## config.mk

```make
export PLATFORM = sky130hd
export DESIGN_NAME = oled_seq_flat
export DESIGN_NICKNAME = d
export VERILOG_FILES = /design/src/rtl/oled_pkg.sv /design/src/rtl/oled_seq_if.sv /design/src/rtl/oled_cmd_rom.sv /design/src/rtl/oled_seq.sv /design/src/flat_wrapper.sv
export SDC_FILE = /design/constraint.sdc
export NUM_CORES = 1
export LEC_CHECK = 0
export ABC_AREA = 1
export ABC_CLOCK_PERIOD_IN_PS = 2150
export BUFFER_PORTS_ARGS = -buffer_cell sky130_fd_sc_hd__buf_2
export CAP_MARGIN = 5
export CORE_UTILIZATION = 47
export CTS_CLUSTER_SIZE = 20
export DETAILED_ROUTE_END_ITERATION = 12
export PLACE_DENSITY = 0.66
export SETUP_SLACK_MARGIN = 0.05
export SYNTH_ARGS = -nofsm -noshare
export SYNTH_HDL_FRONTEND = slang
export SYNTH_SLANG_ARGS = --single-unit
```

## constraint.sdc

```tcl
create_clock -name clk -period 2.15 [get_ports clk]
set_input_delay 0.645 -clock clk [delete_from_list [all_inputs] [get_ports clk]]
set_output_delay 0.645 -clock clk [all_outputs]
set_load 0.01 [all_outputs]
```

## src/rtl/oled_pkg.sv

```systemverilog
// Shared constants for the SSD1306 byte sequencer: command bytes, the command ROM,
// display geometry and FSM state encodings.
package oled_pkg;

    localparam int unsigned DISP_W     = 128;
    localparam int unsigned DISP_H     = 64;
    localparam int unsigned DISP_PAGES = DISP_H / 8;

    localparam logic [7:0] DISP_OFF    = 8'hAE;
    localparam logic [7:0] DISP_ON     = 8'hAF;
    localparam logic [7:0] SET_COL     = 8'h21;
    localparam logic [7:0] SET_PAGE    = 8'h22;
    localparam logic [7:0] CHARGE_PUMP = 8'h8D;

    localparam int unsigned CMD_COUNT = 31;
    localparam int unsigned INIT_LAST = 24;
    localparam int unsigned WIN_FIRST = 25;
    localparam int unsigned WIN_LAST  = 30;

    // Entries 0..24 are the one-shot init list, 25..30 the per-frame address window.
    localparam logic [7:0] CMD_ROM [CMD_COUNT] = '{
        DISP_OFF, 8'hD5, 8'h80, 8'hA8, 8'h3F, 8'hD3, 8'h00, 8'h40,
        CHARGE_PUMP, 8'h14, 8'h20, 8'h00, 8'hA1, 8'hC8, 8'hDA, 8'h12,
        8'h81, 8'hCF, 8'hD9, 8'hF1, 8'hDB, 8'h40, 8'hA4, 8'hA6, DISP_ON,
        SET_COL, 8'h00, 8'(DISP_W - 1), SET_PAGE, 8'h00, 8'(DISP_PAGES - 1)
    };

    typedef logic [2:0] state_t;
    localparam state_t StPwrup   = 3'd0;
    localparam state_t StCmdSend = 3'd1;
    localparam state_t StAck     = 3'd2;
    localparam state_t StWait    = 3'd3;
    localparam state_t StFbRead  = 3'd4;
    localparam state_t StFbLatch = 3'd5;
    localparam state_t StIdle    = 3'd6;

endpackage

```

## src/rtl/oled_seq_if.sv

```systemverilog
// Byte handshake between the OLED sequencer (master) and the I2C byte transmitter (slave).
interface oled_seq_if;

    logic       i2c_start;
    logic       i2c_dcn;
    logic [7:0] i2c_data;
    logic       i2c_busy;

    modport master (
        output i2c_start,
        output i2c_dcn,
        output i2c_data,
        input  i2c_busy
    );

    modport slave (
        input  i2c_start,
        input  i2c_dcn,
        input  i2c_data,
        output i2c_busy
    );

endinterface

```

## src/rtl/oled_cmd_rom.sv

```systemverilog
// Combinational lookup of the SSD1306 init/window command bytes.
module oled_cmd_rom
    import oled_pkg::*;
(
    input  logic [4:0] idx,
    output logic [7:0] data
);

    always_comb begin
        data = 8'h00;
        if (idx < 5'(CMD_COUNT)) begin
            data = CMD_ROM[idx];
        end
    end

endmodule

```

## src/rtl/oled_seq.sv

```systemverilog
// SSD1306 byte sequencer: power-up wait, one-shot init list, then address window plus
// framebuffer streaming, one transmitter transaction per byte.
module oled_seq
    import oled_pkg::*;
#(
    parameter int unsigned PWRUP_CYCLES = 1_200_000,
    parameter int unsigned FB_BYTES     = 1024
) (
    input  logic                        clk,
    input  logic                        rst,
    input  logic                        refresh,
    output logic [$clog2(FB_BYTES)-1:0] fb_addr,
    input  logic [7:0]                  fb_data,
    oled_seq_if.master                  i2c,
    output logic                        init_done,
    output logic                        frame_done
);

    localparam int unsigned AW = $clog2(FB_BYTES);
    localparam int unsigned CW = $clog2(PWRUP_CYCLES + 2);

    state_t          state_q, state_d;
    logic [CW-1:0]   pwr_cnt_q, pwr_cnt_d;
    logic [4:0]      cmd_idx_q, cmd_idx_d;
    logic [AW-1:0]   fb_addr_q, fb_addr_d;
    logic [7:0]      data_q, data_d;
    logic            dcn_q, dcn_d;
    logic            start_q, start_d;
    logic            init_done_q, init_done_d;
    logic            frame_done_q, frame_done_d;
    logic            data_phase_q, data_phase_d;
    logic [7:0]      rom_byte;

    oled_cmd_rom u_rom (
        .idx  (cmd_idx_q),
        .data (rom_byte)
    );

    always_comb begin
        state_d      = state_q;
        pwr_cnt_d    = pwr_cnt_q;
        cmd_idx_d    = cmd_idx_q;
        fb_addr_d    = fb_addr_q;
        data_d       = data_q;
        dcn_d        = dcn_q;
        start_d      = start_q;
        init_done_d  = init_done_q;
        frame_done_d = 1'b0;
        data_phase_d = data_phase_q;

        case (state_q)
            StPwrup: begin
                // The transmitter is not reset with us; never start over a transfer in flight.
                if (pwr_cnt_q != CW'(PWRUP_CYCLES)) begin
                    pwr_cnt_d = pwr_cnt_q + 1'b1;
                end else if (!i2c.i2c_busy) begin
                    cmd_idx_d = 5'd0;
                    state_d   = StCmdSend;
                end
            end
            StCmdSend: begin
                data_d  = rom_byte;
                dcn_d   = 1'b0;
                start_d = 1'b1;
                state_d = StAck;
            end
            StAck: begin
                if (i2c.i2c_busy) begin
                    start_d = 1'b0;
                    state_d = StWait;
                end
            end
            StWait: begin
                if (!i2c.i2c_busy) begin
                    if (!data_phase_q) begin
                        if (cmd_idx_q == 5'(INIT_LAST)) begin
                            init_done_d = 1'b1;
                        end
                        if (cmd_idx_q == 5'(WIN_LAST)) begin
                            fb_addr_d    = '0;
                            data_phase_d = 1'b1;
                            state_d      = StFbRead;
                        end else begin
                            cmd_idx_d = cmd_idx_q + 5'd1;
                            state_d   = StCmdSend;
                        end
                    end else if (fb_addr_q == AW'(FB_BYTES - 1)) begin
                        frame_done_d = 1'b1;
                        data_phase_d = 1'b0;
                        state_d      = StIdle;
                    end else begin
                        fb_addr_d = fb_addr_q + 1'b1;
                        state_d   = StFbRead;
                    end
                end
            end
            StFbRead: begin
                state_d = StFbLatch;
            end
            StFbLatch: begin
                data_d  = fb_data;
                dcn_d   = 1'b1;
                start_d = 1'b1;
                state_d = StAck;
            end
            StIdle: begin
                if (refresh) begin
                    cmd_idx_d = 5'(WIN_FIRST);
                    state_d   = StCmdSend;
                end
            end
            default: begin
                state_d = StPwrup;
            end
        endcase
    end

    always_ff @(posedge clk) begin
        if (rst) begin
            state_q      <= StPwrup;
            pwr_cnt_q    <= '0;
            cmd_idx_q    <= 5'd0;
            fb_addr_q    <= '0;
            data_q       <= 8'h00;
            dcn_q        <= 1'b0;
            start_q      <= 1'b0;
            init_done_q  <= 1'b0;
            frame_done_q <= 1'b0;
            data_phase_q <= 1'b0;
        end else begin
            state_q      <= state_d;
            pwr_cnt_q    <= pwr_cnt_d;
            cmd_idx_q    <= cmd_idx_d;
            fb_addr_q    <= fb_addr_d;
            data_q       <= data_d;
            dcn_q        <= dcn_d;
            start_q      <= start_d;
            init_done_q  <= init_done_d;
            frame_done_q <= frame_done_d;
            data_phase_q <= data_phase_d;
        end
    end

    assign fb_addr       = fb_addr_q;
    assign i2c.i2c_start = start_q;
    assign i2c.i2c_dcn   = dcn_q;
    assign i2c.i2c_data  = data_q;
    assign init_done     = init_done_q;
    assign frame_done    = frame_done_q;

endmodule

```

## src/flat_wrapper.sv

```systemverilog
// flat-port wrapper written by rule: the top's interface ports become plain ports
module oled_seq_flat import oled_pkg::*;
#(
    parameter int unsigned PWRUP_CYCLES = 1_200_000,
    parameter int unsigned FB_BYTES     = 1024
)
  (clk, rst, refresh, fb_addr, fb_data, init_done, frame_done, i2c_i2c_start, i2c_i2c_dcn, i2c_i2c_data, i2c_i2c_busy);
  oled_seq_if i2c_i ();
  input  logic clk;
  input  logic rst;
  input  logic refresh;
  output logic [$clog2(FB_BYTES)-1:0] fb_addr;
  input  logic [7:0] fb_data;
  output logic init_done;
  output logic frame_done;
  output wire logic [$bits(i2c_i.i2c_start)-1:0] i2c_i2c_start;
  output wire logic [$bits(i2c_i.i2c_dcn)-1:0] i2c_i2c_dcn;
  output wire logic [$bits(i2c_i.i2c_data)-1:0] i2c_i2c_data;
  input wire logic [$bits(i2c_i.i2c_busy)-1:0] i2c_i2c_busy;
  assign i2c_i2c_start = i2c_i.i2c_start;
  assign i2c_i2c_dcn = i2c_i.i2c_dcn;
  assign i2c_i2c_data = i2c_i.i2c_data;
  assign i2c_i.i2c_busy = i2c_i2c_busy;
  oled_seq #(.PWRUP_CYCLES(PWRUP_CYCLES), .FB_BYTES(FB_BYTES)) u_core (.clk(clk), .rst(rst), .refresh(refresh), .fb_addr(fb_addr), .fb_data(fb_data), .i2c(i2c_i), .init_done(init_done), .frame_done(frame_done));
endmodule
```

==> results of run 1 <==
-- cells in the mapped netlist, drive strengths merged --
master / number / area, µm²
a21oi: 49 / 249
a31oi: 1 / 6.26
and2: 1 / 6.26
buf: 8 / 51.3
clkbuf: 10 / 37.5
dfxtp: 52 / 1040
ha: 9 / 113
inv: 48 / 180
nand2: 164 / 618
nand3: 35 / 185
nand3b: 3 / 22.5
nand4: 12 / 75.1
nor2: 76 / 303
nor3: 12 / 60.1
o211ai: 4 / 30.0
o21ai: 35 / 183
o21bai: 2 / 15.0
o22ai: 2 / 12.5
or2: 1 / 6.26
xnor2: 3 / 26.3
xor2: 7 / 61.3
-- through the flow --
stage | setup WS [ps] | cell area (µm²) | hold WS [ps] | power (mW) | utilization [%]
final | 292 | 3620 | 473 | 1.63 | 53.6
after global routing | 80.3 | 3620 | 492 | 1.69 | 53.6
after CTS | 222 | 3620 | 473 | 1.65 | 53.6
after detailed placement | 240 | 3530 | 457 | 1.05 | 52.2
after global placement | 277 | 3530 | 450 | 1.05 | 52.2
after floorplan | 567 | 3280 | 458 | 1.03 | -
-- cell families after synthesis --
kind of cell,count (synthesis),synth area share (%)
xor gates and xnor gates,10,2.67
and+or+nand+nor,304,38.9
adders and majority gates,9,3.43
AOI/OAI and AO/OA,93,15.1
buffers and inverters,66,8.20
DFF,52,31.7
-- state kept, by name, indices dropped and copies added (netlist names) --
signal	count
u_core.init_done	1
u_core.cmd_idx_q	5
u_core.data_phase_q	1
u_core.pwr_cnt_q	21
u_core.fb_addr	10
u_core.frame_done	1
u_core.state_q	3
u_core.i2c.i2c_start	1
u_core.i2c.i2c_data	8
u_core.i2c.i2c_dcn	1
-- final timing paths --
check / from / endpoint / slack (ps) / cells past startpoint
max: u_core.pwr_cnt_q[0] / u_core.pwr_cnt_q[3] / 290 / 12
min: u_core.i2c.i2c_dcn / u_core.i2c.i2c_dcn / 470 / 2
max reg2reg: u_core.pwr_cnt_q[0] / u_core.pwr_cnt_q[3] / 290 / 12
min reg2reg: u_core.i2c.i2c_dcn / u_core.i2c.i2c_dcn / 470 / 2
-- routing by layer --
layer	part of all wire [%]	vias up	GRT usage [%]
met5	0	-	0
met2	42	129	34.5
met1	50	1533	35.3
met4	0.73	0	4.39
met3	7.0	6	4.62
li1	-	1797	-
-- final cells by class --
| class | instances | area share (%) |
|---|---|---|
| inverter | 48 | 4.97 |
| sequential | 52 | 28.7 |
| multi-input combinational | 416 | 54.4 |
| clock buffer | 5 | 1.90 |
| tap | 80 | 2.76 |
| timing repair buffer | 42 | 6.53 |
| clock inverter | 3 | 0.691 |
-- report_power, final --
| part | switching, mW | internal [mW] | leakage (nW) |
|---|---|---|---|
| Clock | 0.362 | 0.238 | 0.0452 |
| Sequential | 0.00634 | 0.968 | 0.419 |
| Combinational | 0.0372 | 0.0187 | 1.05 |
-- worst min-delay path, cell delays in order (launching register included) --
cell                      delay (ps)
sky130_fd_sc_hd__dfxtp_1         330
sky130_fd_sc_hd__nand2_1          60
sky130_fd_sc_hd__a21oi_1          50
-- what timing repair did --
| action | 4_1_cts | 5_1_grt |
|---|---|---|
| endpoints found under the setup margin | 0 | 9 |
| hold buffers | 0 | 0 |
| resized for setup | 0 | 1 |
| endpoints found under the hold margin | 0 | 0 |
-- cells in the final DEF (no fill, tap or decap) --
cell type	n
sky130_fd_sc_hd__nand2_1	163
sky130_fd_sc_hd__nor2_1	73
sky130_fd_sc_hd__dfxtp_1	52
sky130_fd_sc_hd__a21oi_1	48
sky130_fd_sc_hd__inv_1	46
sky130_fd_sc_hd__nand3_1	33
sky130_fd_sc_hd__buf_2	33
sky130_fd_sc_hd__o21ai_0	32
sky130_fd_sc_hd__nor3_1	12
sky130_fd_sc_hd__nand4_1	12
sky130_fd_sc_hd__ha_1	9
sky130_fd_sc_hd__buf_4	8
sky130_fd_sc_hd__xor2_1	7
sky130_fd_sc_hd__clkbuf_8	5
sky130_fd_sc_hd__o211ai_1	4
sky130_fd_sc_hd__xnor2_1	3
sky130_fd_sc_hd__nand3b_1	3
sky130_fd_sc_hd__inv_2	2
sky130_fd_sc_hd__o21bai_1	2
sky130_fd_sc_hd__nand3_2	2
sky130_fd_sc_hd__o21ai_2	2
sky130_fd_sc_hd__nor2_4	2
sky130_fd_sc_hd__o22ai_1	2
sky130_fd_sc_hd__inv_6	2
sky130_fd_sc_hd__nor2_2	1
sky130_fd_sc_hd__a21oi_2	1
sky130_fd_sc_hd__nand2_2	1
sky130_fd_sc_hd__and2_1	1
sky130_fd_sc_hd__or2_2	1
sky130_fd_sc_hd__a31oi_1	1
sky130_fd_sc_hd__o21ai_1	1
sky130_fd_sc_hd__clkinvlp_4	1
sky130_fd_sc_hd__buf_6	1
==> run_results.csv, run 1 <==
group,metric,value,unit
outcome,run_status,"finished, final reports clean",
final_layout,fin_cells,646,
drt,route.final.wire_length,8370,µm
clock_tree,clk_pin_slew_worst_setup_hold_paths,110,ps
setup_path,critical_path.endpoint_type,"flip-flop",
logic_synthesis,yosys_register_bits,52,
logic_synthesis,yosysSeqAreaShare,31.7,%
global_routing,grt_max_degree,30,
die,start_util,48.6,%
pwr,p_per_area,450,nW/µm²
logic_synthesis,yosysWarnings,0,
drt,drc,0,
global_routing,grt_pass1_wl,13900,µm
die,core_region_area,6760,µm²
sta,fin_crit,1860,ps
global_routing,antenna_found_initial,0,
setup_path,critical_path.cell_chain,"inv_1 > ha_1 > nand2_1 > inv_1 > nand2_1 > nor2_1 > nand3_1 > nand2_1 > buf_6 > o21ai_0 > nand2_1 > nor2_1",
die,die_h,85.6,µm
die,horizontal_die_dimension,85.6,µm
setup_path,crit_buf_inv,3,
drt,route.antenna.remaining_nets,0,
drt,vias,3465,
logic_synthesis,synthCells,534,
place,gp_congestion,0.954,
clock_tree,clk_latency,310,ps
logic_synthesis,syn_area_per_cell,6.15,µm²
die,design.die.area,7320,µm²
clock_tree,cts_max_path_buffers,2,
drt,drt-vias-per-instance,5.36,
final_layout,multi_input_comb_area,1970,µm²
setup_path,crit_type,"flip-flop to flip-flop",
setup_path,cp_common_cell,"sky130_fd_sc_hd__nand2_1",
logic_synthesis,number_of_different_library_cells_in_the_post_synthesis_netlist,31,
drt,avgRoutedWirePerCell,13.0,µm
clock_tree,cts_sinks,52,
hold_path,min_path_type,"flip-flop to flip-flop",
setup_path,max_stage_delay,360,ps
pwr,vdd.ir_drop.worst,0.232,mV
setup_path,crit_family,"simple AND/OR/NAND/NOR gates",
setup_path,required,2360,ps
setup_path,cp_max_fo,25,
sta,rsz0062_at_grt,"false",
die,num_rows,30,
final_layout,areaGrowthSynthToFinish,10.4,%
die,io-pin-count,34,
clock_tree,post-cts-setup-buffer-count,0,
clock_tree,cts_root_buf,"sky130_fd_sc_hd__clkbuf_8",
sta,achievable-frequency,0.538,GHz
setup_path,crit_path_start_kind,"flip-flop",
final_layout,fillers,684,
place,post-place-cells,638,
global_routing,first_global_vias,2894,
global_routing,overall_routing_resource_usage,23.3,%
final_layout,nNetsFinal,586,
sta,hold_viol_final,0,
drt,drt_pre_antenna_iters,6,
clock_tree,numCtsBuffers,5,
logic_synthesis,synthesis.area,3280,µm²
sta,timing.final.max_slew_violations,0,
setup_path,critPathSlowestCell,"sky130_fd_sc_hd__dfxtp_1",
flow_run,drv.max_cap_violation_count,0,
pwr,leakagePower,1.52,nW
final_layout,register_area,1040,µm²
sta,worstMarginPinSlew,489,ps
place,buffer_ports.inserted,33,
setup_path,arrival,2070,ps
sta,worst_slew_slack_as_a_fraction_of_its_limit,67.1,%
sta,min_period_over_period,86.4,%
logic_synthesis,synthesis.nets,555,
place,half_perimeter_wire_length_of_the_detailed_placement_result,6080,µm
drt,drt_iter0_drc,254,
final_layout,fraction_of_final_layout_cells_with_drive_strength_greater_than_1,11.0,%
final_layout,antenna_cells_inserted,0,
sta,timing.setup.tns,0,ps
sta,total_of_endpoints_with_negative_setup_slack_in_the_final_report,0,
sta,finalClockSkew,8.50,ps
clock_tree,h_tree_lvl_count,2,
global_routing,globalRoute.totalOverflow,0,
clock_tree,tritoncts_clock_tree,"built",
Power figures use the tool's default switching activity.
==> run 2: changes to the inputs <==
Settings changed: ABC_AREA 1 to not set, CORE_UTILIZATION 47 to 40, PLACE_DENSITY 0.66 to not set.
==> run_results.csv, run 2 <==
group,metric,value,unit
pwr,p_per_area,474,nW/µm²
logic_synthesis,synth-edff-count,0,
die,horizontal_die_dimension,88.1,µm
clock_tree,cts_sinks,52,
sta,worst_slew_slack_as_a_fraction_of_its_limit,68.5,%
global_routing,globalRoute.totalOverflow,0,
drt,vias,2759,
drt,avgRoutedWirePerCell,13.6,µm
pwr,power_frac_seq,60.5,%
setup_path,r2r_end,"u_core.fb_addr[3]",
global_routing,overall_routing_resource_usage,18.9,%
setup_path,arrival,2120,ps
logic_synthesis,post-synth-top-area-fraction,35.1,%
global_routing,grt_max_degree,27,
setup_path,timing.reg2reg.worst_path_depth,7,
setup_path,regToRegSetupSlack,250,ps
sta,min_period_over_period,88.5,%
sta,timing.setup.tns,0,ps
drt,route.final.wire_length,6890,µm
place,buffer_ports.inserted,33,
clock_tree,tritoncts_clock_tree,"built",
logic_synthesis,synthCells,370,
sta,fin_crit,1900,ps
final_layout,nNetsFinal,427,
clock_tree,clk_pin_slew_worst_setup_hold_paths,100,ps
clock_tree,clk_latency,310,ps
logic_synthesis,yosys_register_bits,52,
setup_path,required,2360,ps
hold_path,holdPathStages,2,
sta,hold_viol_final,0,
final_layout,fillers,754,
die,core_region_area,7210,µm²
setup_path,crit_path_start_kind,"flip-flop",
setup_path,critical_path.cell_chain,"buf_4 > ha_1 > a41o_1 > nand2_1 > nor4b_1 > xnor2_1 > nor2_1",
pwr,clkPwrFrac,35.3,%
final_layout,largest_register_ffs,21,
pwr,power_switching,380,µW
global_routing,groute.layer.met2.usage,30.4,%
setup_path,crit_buf_inv,1,
hold_path,min_path_type,"flip-flop to flip-flop",
global_routing,grt_pass1_wl,11600,µm
pwr,leakagePower,1.26,nW
logic_synthesis,number_of_different_library_cells_in_the_post_synthesis_netlist,54,
flow_run,drv.max_cap_violation_count,0,
setup_path,max_stage_delay,420,ps
sta,worstMarginPinSlew,470,ps
die,design.die.area,7770,µm²
clock_tree,cts_hold_buf,0,
logic_synthesis,yosysSeqAreaShare,35.1,%
hold_path,min_to,"u_core.i2c.i2c_dcn",
final_layout,antenna_cells_inserted,0,
drt,route.antenna.remaining_nets,0,
drt,drt_iter0_drc,130,
sta,timing.final.max_slew_violations,0,
clock_tree,cts_max_path_buffers,2,
drt,drt_pre_antenna_iters,4,
clock_tree,cts.repair.resized,0,
place,pre_cts_ws,64.9,ps
die,start_util,41.1,%
setup_path,cp_max_fo,9,
clock_tree,post-cts-setup-buffer-count,0,
die,num_rows,31,
logic_synthesis,netlist_top_cells_count,"sky130_fd_sc_hd__nor2_1 (53), sky130_fd_sc_hd__dfxtp_1 (52), sky130_fd_sc_hd__a21oi_1 (22), sky130_fd_sc_hd__nand2_1 (22)",
drt,drc,0,
logic_synthesis,synth.most_common_cell,"sky130_fd_sc_hd__nor2_1",
pwr,power_frac_comb,4.2,%
global_routing,met3_usage,3.39,%
die,io-pin-count,34,
sta,setup_ws,247,ps
setup_path,critical_path.endpoint_type,"flip-flop",
setup_path,r2r-start,"u_core.cmd_idx_q[1]",
sta,finalClockSkew,8.89,ps
hold_path,hold_path_origin,"u_core.i2c.i2c_dcn",
die,die_h,88.1,µm
global_routing,first_global_vias,2483,
sta,achievable-frequency,0.525,GHz
logic_synthesis,synth.area.top_cells,"sky130_fd_sc_hd__dfxtp_1 (35%), sky130_fd_sc_hd__nor2_1 (6.7%), sky130_fd_sc_hd__xor2_1 (4.4%), sky130_fd_sc_hd__xnor2_1 (3.8%), sky130_fd_sc_hd__ha_1 (3.8%)",
final_layout,layout_commonest_cell,"sky130_fd_sc_hd__nor2_1",
setup_path,crit_type,"flip-flop to flip-flop",
clock_tree,h_tree_lvl_count,2,
pwr,sw_frac_of_total,23.6,%
logic_synthesis,synth_top_flop_cell,"sky130_fd_sc_hd__dfxtp_1",
setup_path,crit_family,"simple AND/OR/NAND/NOR gates",
clock_tree,numCtsBuffers,5,
outcome,run_status,"finished, final reports clean",
sta,total_of_endpoints_with_negative_setup_slack_in_the_final_report,0,
final_layout,areaGrowthSynthToFinish,14.2,%
place,half_perimeter_wire_length_of_the_detailed_placement_result,5040,µm
place,gp_congestion,0.765,
final_layout,layout_common_cells,"sky130_fd_sc_hd__nor2_1 (53), sky130_fd_sc_hd__dfxtp_1 (52), sky130_fd_sc_hd__buf_2 (33)",
drt,drt-vias-per-instance,5.45,
pwr,p_int,1.23,mW
logic_synthesis,synthesis.area,2970,µm²
global_routing,antenna_found_initial,0,
logic_synthesis,asyncSetResetFlopFracSynth,0,%
setup_path,critPathSlowestCell,"sky130_fd_sc_hd__nor4b_1",
final_layout,register_with_the_highest_flop_count,"u_core.pwr_cnt_q",
logic_synthesis,synthesis.nets,391,
global_routing,globalRoute.busiestLayer,"met2",
logic_synthesis,yosysWarnings,0,
final_layout,fraction_of_final_layout_cells_with_drive_strength_greater_than_1,17.2,%
sta,rsz0062_at_grt,"false",
logic_synthesis,syn_area_per_cell,8.02,µm²
clock_tree,cts_root_buf,"sky130_fd_sc_hd__clkbuf_8",
pwr,vdd.ir_drop.worst,0.196,mV
logic_synthesis,synth_largest_area_cell,"sky130_fd_sc_hd__dfxtp_1",
global_routing,use_met1,25.9,%
[run 2: logic make-up (layout without fill, tap and decap cells)]
| group | after synthesis | in the layout | share of synthesized area (%) |
|---|---|---|---|
| xor+xnor | 28 | 28 | 8.26 |
| fa+ha+maj | 9 | 9 | 3.79 |
| mux | 6 | 6 | 2.15 |
| flops | 52 | 52 | 35.1 |
| simple gates | 157 | 157 | 27.7 |
| compound gates | 82 | 82 | 18.1 |
| buf+inv | 36 | 73 | 4.89 |
[run 2: how the worst max path moves through the flow]
stage	start	endpoint	slack, ps	cells after the start
final	u_core.cmd_idx_q[1]	u_core.fb_addr[3]	250	7
after floorplan	u_core.cmd_idx_q[1]	u_core.i2c.i2c_data[0]	230	8
after global placement	i2c_i2c_busy	u_core.fb_addr[9]	120	6
after detailed placement	i2c_i2c_busy	u_core.fb_addr[3]	60	6
after global routing	u_core.cmd_idx_q[1]	u_core.fb_addr[3]	60	7
after CTS	u_core.cmd_idx_q[1]	u_core.fb_addr[3]	250	7
[run 2: cell type report]
type	instances	area [µm²]	area share, %
Timing Repair Buffer	52	308	9.08
Clock inverter	2	13.8	0.406
Tap cell	99	124	3.65
Sequential cell	52	1040	30.7
Multi-Input combinational cell	282	1780	52.6
Clock buffer	6	72.6	2.14
Inverter	13	48.8	1.44
[run 2: stage by stage]
step	instance area, µm²	total power, mW	std cells	util (%)	hold slack [ps]
floorplan	2970	1.04	370	-	471
global placement	3300	1.06	498	45.8	452
detailed placement	3300	1.06	498	45.8	454
CTS	3390	1.63	506	47.0	468
global route	3390	1.68	506	47.0	488
finish	3390	1.61	506	47.0	464
[run 2: power groups by stage]
stage	sequential, mW	clock (mW)	combinational (mW)
after floorplan	0.993	0	0.0435
after global placement	0.994	0	0.0684
after detailed placement	0.995	0	0.0684
after CTS	0.972	0.588	0.0686
after global routing	0.974	0.627	0.0759
final	0.972	0.567	0.0681
[run 2: layer usage]
metal  vias up  wire length (µm)
met5         -                 0
met4         0                84
met3         8               311
met2        74              3020
met1      1282              3480
li1       1395                 -
[run 2: worst reg2reg max path: cells and delay by family, from the launching register on]
kind	cells	cell delay, ps
xor+xnor	1	170
simple gates	3	670
buf+inv	1	160
flops	1	360
compound gates	1	250
fa+ha+maj	1	210
==> run 3: changes to the inputs <==
Settings changed: CAP_MARGIN 5 to 40, SYNTH_HIERARCHICAL set to 1.
==> run_results.csv, run 3 <==
group,metric,value,unit
outcome,run_status,"finished, final reports clean",
logic_synthesis,synth.most_common_cell,"sky130_fd_sc_hd__dfxtp_1",
pwr,clkPwrFrac,40.9,%
sta,timing.setup.tns,0,ps
global_routing,overall_routing_resource_usage,17.7,%
sta,min_period_over_period,93.2,%
hold_path,min_to,"u_core/i2c.i2c_start",
final_layout,final_cell_area,3660,µm²
logic_synthesis,yosysWarnings,6,
setup_path,r2r-start,"u_core/state_q[2]",
global_routing,globalRoute.totalOverflow,0,
sta,total_of_endpoints_with_negative_setup_slack_in_the_final_report,0,
clock_tree,clk_latency,310,ps
setup_path,regToRegSetupSlack,150,ps
global_routing,first_global_vias,2552,
final_layout,antenna_cells_inserted,0,
setup_path,r2r_end,"u_core/pwr_cnt_q[17]",
setup_path,critical_path.endpoint_type,"flip-flop",
place,buffer_ports.inserted,33,
sta,timing.final.max_slew_violations,0,
sta,worst_slew_slack_as_a_fraction_of_its_limit,58.9,%
hold_path,holdPathStages,2,
pwr,leakagePower,1.35,nW
logic_synthesis,synth-edff-count,0,
final_layout,nNetsFinal,447,
logic_synthesis,syn_area_per_cell,8.33,µm²
logic_synthesis,netlist_top_cells_count,"sky130_fd_sc_hd__dfxtp_1 (52), sky130_fd_sc_hd__nor2_1 (47), sky130_fd_sc_hd__nand2_1 (29)",
drt,route.final.wire_length,7090,µm
final_layout,register_with_the_highest_flop_count,"u_core/pwr_cnt_q",
hold_path,min_path_type,"flip-flop to flip-flop",
clock_tree,cts_max_path_buffers,2,
setup_path,timing.reg2reg.worst_path_depth,4,
final_layout,fraction_of_final_layout_cells_with_drive_strength_greater_than_1,18.4,%
die,die_h,90.9,µm
pwr,power_frac_seq,55.5,%
setup_path,crit_type,"flip-flop to flip-flop",
global_routing,grt_pass1_wl,11900,µm
place,gp_congestion,0.840,
sta,rsz0062_at_grt,"false",
hold_path,hold_path_origin,"u_core/i2c.i2c_start",
logic_synthesis,asyncSetResetFlopFracSynth,0,%
drt,drt_iter0_drc,122,
pwr,power_switching,377,µW
logic_synthesis,yosys_register_bits,52,
die,io-pin-count,34,
die,num_rows,32,
pwr,p_int,1.38,mW
drt,route.antenna.remaining_nets,0,
place,pre_cts_ws,121,ps
logic_synthesis,number_of_different_library_cells_in_the_post_synthesis_netlist,58,
setup_path,arrival,2200,ps
setup_path,cp_max_fo,8,
drt,avgRoutedWirePerCell,13.5,µm
clock_tree,clk_pin_slew_worst_setup_hold_paths,100,ps
sta,hold_viol_final,0,
sta,worstMarginPinSlew,611,ps
drt,drt_pre_antenna_iters,4,
sta,achievable-frequency,0.499,GHz
place,half_perimeter_wire_length_of_the_detailed_placement_result,5110,µm
sta,fin_crit,2000,ps
clock_tree,numCtsBuffers,5,
logic_synthesis,synth.area.top_cells,"sky130_fd_sc_hd__dfxtp_1 (33%), sky130_fd_sc_hd__nor2_1 (5.6%), sky130_fd_sc_hd__mux2i_1 (5.1%), sky130_fd_sc_hd__ha_1 (4.8%), sky130_fd_sc_hd__nand2_1 (3.4%)",
clock_tree,cts_root_buf,"sky130_fd_sc_hd__clkbuf_8",
clock_tree,tritoncts_clock_tree,"built",
flow_run,drv.max_cap_violation_count,0,
die,start_util,41.1,%
final_layout,largest_register_ffs,21,
final_layout,areaGrowthSynthToFinish,15.8,%
logic_synthesis,synth_largest_area_cell,"sky130_fd_sc_hd__dfxtp_1",
place,placed_cell_area,3510,µm²
global_routing,grt_max_degree,50,
die,core_region_area,7690,µm²
clock_tree,cts_sinks,52,
pwr,power_frac_comb,3.6,%
setup_path,crit_path_start_kind,"flip-flop",
logic_synthesis,synthesis.area,3160,µm²
drt,drc,0,
final_layout,utilization,47.6,%
sta,finalClockSkew,9.58,ps
global_routing,antenna_found_initial,0,
die,design.die.area,8250,µm²
logic_synthesis,yosysSeqAreaShare,33.0,%
logic_synthesis,synthesis.nets,403,
logic_synthesis,synth_top_flop_cell,"sky130_fd_sc_hd__dfxtp_1",
setup_path,required,2350,ps
pwr,sw_frac_of_total,21.5,%
sta,setup_ws,147,ps
pwr,vdd.ir_drop.worst,0.202,mV
logic_synthesis,synthCells,379,
clock_tree,h_tree_lvl_count,2,
logic_synthesis,post-synth-top-area-fraction,33.0,%
die,horizontal_die_dimension,90.9,µm
drt,drt-vias-per-instance,5.52,
pwr,p_per_area,479,nW/µm²
final_layout,layout_commonest_cell,"sky130_fd_sc_hd__dfxtp_1",
final_layout,layout_common_cells,"sky130_fd_sc_hd__dfxtp_1 (52), sky130_fd_sc_hd__nor2_1 (47), sky130_fd_sc_hd__buf_2 (33)",
drt,vias,2903,
==> run 3: worst max path at each step <==
stage                         startpoint                      to  slack, ps  cells after the start
global placement            i2c_i2c_busy     u_core/cmd_idx_q[4]        180                      6
floorplan            u_core/cmd_idx_q[1]  u_core/i2c.i2c_data[5]        200                      9
detailed placement          i2c_i2c_busy     u_core/cmd_idx_q[4]        120                      6
CTS                 u_core/pwr_cnt_q[15]     u_core/pwr_cnt_q[1]        150                      6
finish                 u_core/state_q[2]    u_core/pwr_cnt_q[17]        150                      4
global route           u_core/state_q[2]    u_core/pwr_cnt_q[11]         60                      5
==> run 3: area by class of cell <==
type	instances	area, µm²
Timing Repair Buffer	60	380
Sequential cell	52	1040
Clock inverter	2	38.8
Multi-Input combinational cell	293	1950
Clock buffer	6	82.6
Inverter	11	41.3
Fill cell	783	4030
Tap cell	102	128
==> run 3: cell families after synthesis <==
logic type	synth area share (%)
buf+inv	5.67
mux	7.21
compound gates	16.5
simple gates	27.3
flops	33.0
fa+ha+maj	4.75
xor+xnor	5.55
==> run 3: metrics by stage <==
step	hold WS, ps	power (mW)	std cells
floorplan	465	1.03	379
global placement	474	1.05	515
detailed placement	481	1.06	515
CTS	500	1.78	523
global route	525	1.83	526
finish	496	1.75	526
==> run 3: what timing repair did <==
action | in CTS | in global routing
buffers inserted | 0 | 3
gates resized for setup | 0 | 1
endpoints found under the setup margin | 0 | 15
hold buffers | 0 | 0
endpoints found under the hold margin | 0 | 0
==> run 3: critical path: stages, from the launching register on <==
cell                      delay, ps
sky130_fd_sc_hd__dfxtp_1        330
sky130_fd_sc_hd__nor3_1         530
sky130_fd_sc_hd__o21ai_4        200
sky130_fd_sc_hd__nor4b_1        460
sky130_fd_sc_hd__mux2_2         380
==> run 3: layer usage <==
layer / GRT usage (%) / share of wire, % / vias to the layer above
met3: 3.20 / 4.5 / 9
met4: 4.89 / 1.1 / 0
met2: 28.5 / 45 / 76
met5: 0 / 0 / -
met1: 24.0 / 50 / 1349
li1: - / - / 1469
==> run 3: power by group through the flow <==
stage,logic (mW),clock network [mW],registers (mW)
global placement,0.0588,0,0.995
CTS,0.0601,0.750,0.973
floorplan,0.0338,0,0.994
detailed placement,0.0601,0,0.996
finish,0.0624,0.718,0.973
global route,0.0694,0.784,0.975
